$ cat config.mk
export PLATFORM = sky130hd
export DESIGN_NAME = pdm_mic_array_frontend
export DESIGN_NICKNAME = d
export VERILOG_FILES = /design/src/rtl/pdm_mic_array_frontend.sv
export SDC_FILE = /design/constraint.sdc
export NUM_CORES = 1
export LEC_CHECK = 0
export CORE_UTILIZATION = 31
export CTS_CLUSTER_DIAMETER = 30
export DETAILED_ROUTE_END_ITERATION = 10
export HOLD_SLACK_MARGIN = 0.08
export MAX_ROUTING_LAYER = met4
export SYNTH_ARGS = -nofsm -noshare
export SYNTH_HDL_FRONTEND = slang
export SYNTH_SLANG_ARGS = --single-unit
export TNS_END_PERCENT = 50
$ cat constraint.sdc
create_clock -name CLK -period 3.7 [get_ports CLK]
set_input_delay 1.11 -clock CLK [delete_from_list [all_inputs] [get_ports CLK]]
set_output_delay 1.11 -clock CLK [all_outputs]
set_load 0.01 [all_outputs]
$ cat src/rtl/pdm_mic_array_frontend.sv
// PDM microphone-array capture front-end: shared PDM clock, per-line synchronisers,
// L/R phase sampling and warm-up/run sequencing ahead of the per-channel CIC stage.
module pdm_mic_array_frontend #(
  parameter int unsigned N_LINES = 10,
  parameter int unsigned DDR     = 1,
  parameter int unsigned DIV     = 8,
  parameter int unsigned SMP_L   = DIV / 2 - 1,
  parameter int unsigned SMP_R   = DIV - 1,
  parameter int unsigned SYNC    = 2,
  parameter int unsigned WARMUP  = 4096,
  parameter int unsigned CNT_W   = 16,
  localparam int unsigned N_CH   = N_LINES * (DDR + 1)
) (
  input  logic               CLK,
  input  logic               RST,
  input  logic               EN,
  output logic               pdm_clk_o,
  input  logic [N_LINES-1:0] pdm_data_i,
  output logic [N_CH-1:0]    bits_o,
  output logic               bits_valid_o,
  output logic [1:0]         state_o,
  output logic [CNT_W-1:0]   frame_cnt_o
);

  localparam int unsigned DIV_W  = $clog2(DIV);
  localparam int unsigned WARM_W = (WARMUP > 1) ? $clog2(WARMUP) : 1;

  localparam logic [DIV_W-1:0]  DivLast  = DIV_W'(DIV - 1);
  localparam logic [DIV_W-1:0]  DivHalf  = DIV_W'(DIV / 2);
  localparam logic [DIV_W-1:0]  SmpLPos  = DIV_W'(SMP_L);
  localparam logic [DIV_W-1:0]  SmpRPos  = DIV_W'(SMP_R);
  localparam logic [WARM_W-1:0] WarmLast = WARM_W'(WARMUP - 1);

  typedef enum logic [1:0] {
    StIdle   = 2'd0,
    StWarmup = 2'd1,
    StRun    = 2'd2
  } state_e;

  state_e                        state_q, state_d;
  logic [DIV_W-1:0]              div_q, div_d;
  logic [WARM_W-1:0]             warm_q, warm_d;
  logic [CNT_W-1:0]              frame_q, frame_d;
  logic [N_CH-1:0]               bits_q, bits_d;
  logic                          valid_q, valid_d;
  logic                          pdm_clk_q, pdm_clk_d;
  logic [SYNC-1:0][N_LINES-1:0]  sync_q, sync_d;
  logic [N_LINES-1:0]            l_q, l_d, r_q, r_d;
  logic [N_CH-1:0]               frame_bits;
  logic                          active, wrap;

  // Channel 2k is the L mic of line k, 2k+1 the R mic.
  if (DDR != 0) begin : g_ddr
    for (genvar k = 0; k < N_LINES; k++) begin : g_line
      assign frame_bits[2*k]   = l_q[k];
      assign frame_bits[2*k+1] = r_q[k];
    end
  end else begin : g_sdr
    assign frame_bits = r_q;
  end

  always_comb begin
    state_d   = state_q;
    div_d     = div_q;
    warm_d    = warm_q;
    frame_d   = frame_q;
    bits_d    = bits_q;
    valid_d   = 1'b0;
    pdm_clk_d = 1'b0;
    l_d       = l_q;
    r_d       = r_q;
    sync_d    = {sync_q[SYNC-2:0], pdm_data_i};

    active = (state_q != StIdle);
    wrap   = active && (div_q == DivLast);

    if (div_q == SmpLPos) l_d = sync_q[SYNC-1];
    if (div_q == SmpRPos) r_d = sync_q[SYNC-1];

    if (active) begin
      div_d     = wrap ? '0 : div_q + 1'b1;
      pdm_clk_d = (div_q < DivHalf);
    end

    // EN is only acted on at a period wrap so the PDM clock never sees a runt pulse.
    unique case (state_q)
      StIdle: begin
        if (EN) begin
          state_d = StWarmup;
          warm_d  = '0;
          frame_d = '0;
        end
      end
      StWarmup: begin
        if (wrap) begin
          if (!EN) begin
            state_d = StIdle;
          end else if (warm_q == WarmLast) begin
            state_d = StRun;
          end else begin
            warm_d = warm_q + 1'b1;
          end
        end
      end
      StRun: begin
        if (wrap) begin
          bits_d  = frame_bits;
          valid_d = 1'b1;
          frame_d = frame_q + 1'b1;
          if (!EN) state_d = StIdle;
        end
      end
      default: state_d = StIdle;
    endcase
  end

  always_ff @(posedge CLK or posedge RST) begin
    if (RST) begin
      state_q   <= StIdle;
      div_q     <= '0;
      warm_q    <= '0;
      frame_q   <= '0;
      bits_q    <= '0;
      valid_q   <= 1'b0;
      pdm_clk_q <= 1'b0;
      sync_q    <= '0;
      l_q       <= '0;
      r_q       <= '0;
    end else begin
      state_q   <= state_d;
      div_q     <= div_d;
      warm_q    <= warm_d;
      frame_q   <= frame_d;
      bits_q    <= bits_d;
      valid_q   <= valid_d;
      pdm_clk_q <= pdm_clk_d;
      sync_q    <= sync_d;
      l_q       <= l_d;
      r_q       <= r_d;
    end
  end

  assign pdm_clk_o    = pdm_clk_q;
  assign bits_o       = bits_q;
  assign bits_valid_o = valid_q;
  assign state_o      = state_q;
  assign frame_cnt_o  = frame_q;

endmodule
==> qor.csv <==
metric,value,unit
Final Net Count,403,
reg2reg start,div_q[0]$_DFFE_PP0P_,
Placer Congestion,0.7049,
routed wire length per instance,13.82,um
Worst-Skew Late Latency,0.34,ns
Die Area,12810,um^2
GRT Total Usage,13.11,%
RSZ-0062 raised after global routing,no,
share of layout cells above drive strength 1,11.79,%
"top cells by area, synth","dfrtp_1 62%, nand2_1 7.0%, mux2_2 6.8%",
synth unique cells,39,
Pleak,2.145,nW
drt first pass iters,4,
first-pass GRT wire length,12810,um
WS Path Type,register to register,
Yosys reg bits,95,
status,finished clean,
CTS root buffer,clkbuf_16,
CP arrival,2.93,ns
largest net degree at the start of global routing,96,
Slew HR,43.60,%
die height,113.2,um
CP max-delay cell,clkinv_1,
min-delay src,sync_d[17]$_DFF_PP0_,
GR Overflow Total,0,
Num CTS Buffers,9,
Mapped Nets,354,
Starting Density,31.90,%
fin cells,537,
placed insts,521,
# rows,40,
Post-Synthesis Cells,336,
Worst setup EP type,register,
DR vias,2619,
initial antenna violation count,0,
DRC,0,
required time of the critical path,3.89,ns
buffers inserted by post-CTS timing repair,0,
Max-cap violations,0,
cell taking the most area after synthesis,dfrtp_1,
clk sinks,95,
vias per cell,4.877,
Area Growth Syn to Fin,25.87,%
vias in the first global route,2651,
Tmin final,2.747,ns
# setup viols final,0,
Setup TNS,0,ns
Post-synth EDFFs,0,
syn avg cell area,11.40,um^2
area used by multi-input combinational logic,1331,um^2
reg2reg setup slack,0.95,ns
Yosys top cell area share,62.05,%
Final Max Slew Viols,0,
P per Cell Area,625.3,nW/um^2
"Hold-fix buffers, CTS",0,
Buffers on Ports,52,
htree depth,3,
FF-to-FF path depth,7,
CP most frequent cell,ha_1,
final hold violations,0,
slew at the pin with the worst max-slew slack,0.8407,ns
critical path launch point type,register,
yosys warns,0,
Async SR Flop Fraction,100.0,%
max incr delay on CP,0.68,ns
Starting DRT DRC Count,178,
peak supply drop,0.2098,mV
post_cts resized,0,
Core Area,12010,um^2
"antenna viol nets, final",0,
fin crit share,74.24,%
Hold Path Stages,0,
ANT cells,0,
die width,113.2,um
clk buf depth,2,
Fmax achieved,364.1,MHz
CP Max Fanout,27,
CTS tree,yes,
register area,2377,um^2
Hold WC Path Type,register to register,
final core occ,40.15,%
Syn Std Cell Area,3831,um^2
worst hold slack,0.3479,ns
DP HPWL,4833,um
"Primary FF master, synth",dfrtp_1,
sequential share of the synthesized area,62.05,%
"Reg clk slew, reported paths",0.07,ns
"Cell Chain, Critical Path",ha_1 > ha_1 > nand3_1 > clkinv_1 > nand4_1 > xor2_1 > nor2_1,
final WL,7424,um
Top-Level Pins,53,
Setup Skew,0.004681,ns
hold endpoint,sync_q[17]$_DFF_PP0_,
fillers,1172,
Reg-to-Reg End,frame_cnt_o[4]$_DFFE_PP0P_,
-- state kept, by name, indices dropped and copies added (netlist names) --
register and flops:
bits_o 20, bits_valid_o 1, div_q 3, frame_cnt_o 16
l_q 10, pdm_clk_o 1, r_q 10, state_o 2
sync_d 10, sync_q 10, warm_q 12
-- logic make-up (layout without fill, tap and decap cells) --
kind of cell,Yosys count,after routing,share of synthesized area (%)
adder cells (fa/ha/maj),5,5,1.633
XOR/XNOR,7,7,1.600
flip-flops,95,95,62.05
multiplexers,23,23,6.760
AND/OR/NAND/NOR,128,128,15.68
AO/OA/AOI/OAI,52,52,9.080
buffers and inverters,26,80,3.200
-- per-layer routing --
metal | GRT usage, % | share of wire [%] | up-vias
li1 | - | - | 1261
met1 | 15.92 | 45 | 1295
met2 | 21.15 | 50 | 55
met3 | 4.017 | 4.0 | 8
met4 | 3.596 | 0.81 | 0
met5 | - | 0 | -
-- cell usage in the layout, fill, tap and decap left out, types with 4 or more instances in the layout --
cell type	count
inv_1	7
nand3_1	11
ha_1	5
nand4_1	5
clkbuf_16	9
nor2_1	12
dfrtp_1	95
and3_1	5
clkdlybuf4s50_1	52
nand2b_1	4
nand2_1	71
o21ai_0	12
or3_1	7
xor2_1	6
mux2_2	23
o31ai_1	16
a21oi_1	10
-- through the flow --
step | instance area [um^2] | total power, mW | setup WS, ns
finish | 4822 | 3.016 | 0.9532
global route | 4822 | 3.198 | 0.6588
CTS | 4822 | 3.062 | 0.8651
detailed placement | 4484 | 2.022 | 0.8115
global placement | 4484 | 1.982 | 0.9122
floorplan | 3831 | 1.794 | 0.1130
-- critical path, delay by kind of cell, from the launching register on --
| family | cells | cell delay [ns] |
|---|---|---|
| XOR/XNOR | 1 | 0.17 |
| adder cells (fa/ha/maj) | 2 | 0.69 |
| flip-flops | 1 | 0.40 |
| AND/OR/NAND/NOR | 3 | 0.64 |
| buffers and inverters | 1 | 0.68 |
-- where the power goes --
group | total, mW | leakage (nW) | switching [mW] | internal, mW
clock network | 1.03 | 0.163 | 0.408 | 0.622
registers | 1.40 | 1.21 | 0.152 | 1.25
logic | 0.584 | 0.772 | 0.263 | 0.321
-- cell type report --
class	count	share of cell area [%]
clock buffer	10	4.956
clock inverter	6	2.050
inverter	9	0.7525
multi-input combinational	215	27.61
sequential	95	49.30
tap	147	3.814
timing repair buffer	55	11.52
-- cell usage after synthesis, types with 6 or more instances --
cell and number:
or3_1 7, o31ai_1 16, nand2_1 71, nand3_1 11, xor2_1 6, o21ai_0 12
mux2_2 23, inv_1 8, a21oi_1 10, clkbuf_1 10, dfrtp_1 95, nor2_1 12
-- worst max path at each step --
stage,start,end,slack [ns],cells past startpoint
after floorplan,RST,bits_o[0]$_DFFE_PP0P_,0.11,1
after global placement,EN,warm_q[11]$_DFFE_PP0P_,0.91,5
after detailed placement,EN,warm_q[11]$_DFFE_PP0P_,0.81,5
after CTS,div_q[0]$_DFFE_PP0P_,frame_cnt_o[4]$_DFFE_PP0P_,0.87,7
after global routing,div_q[0]$_DFFE_PP0P_,frame_cnt_o[7]$_DFFE_PP0P_,0.66,7
final,div_q[0]$_DFFE_PP0P_,frame_cnt_o[4]$_DFFE_PP0P_,0.95,7
Note: power is estimated with default switching activity, not from simulation.
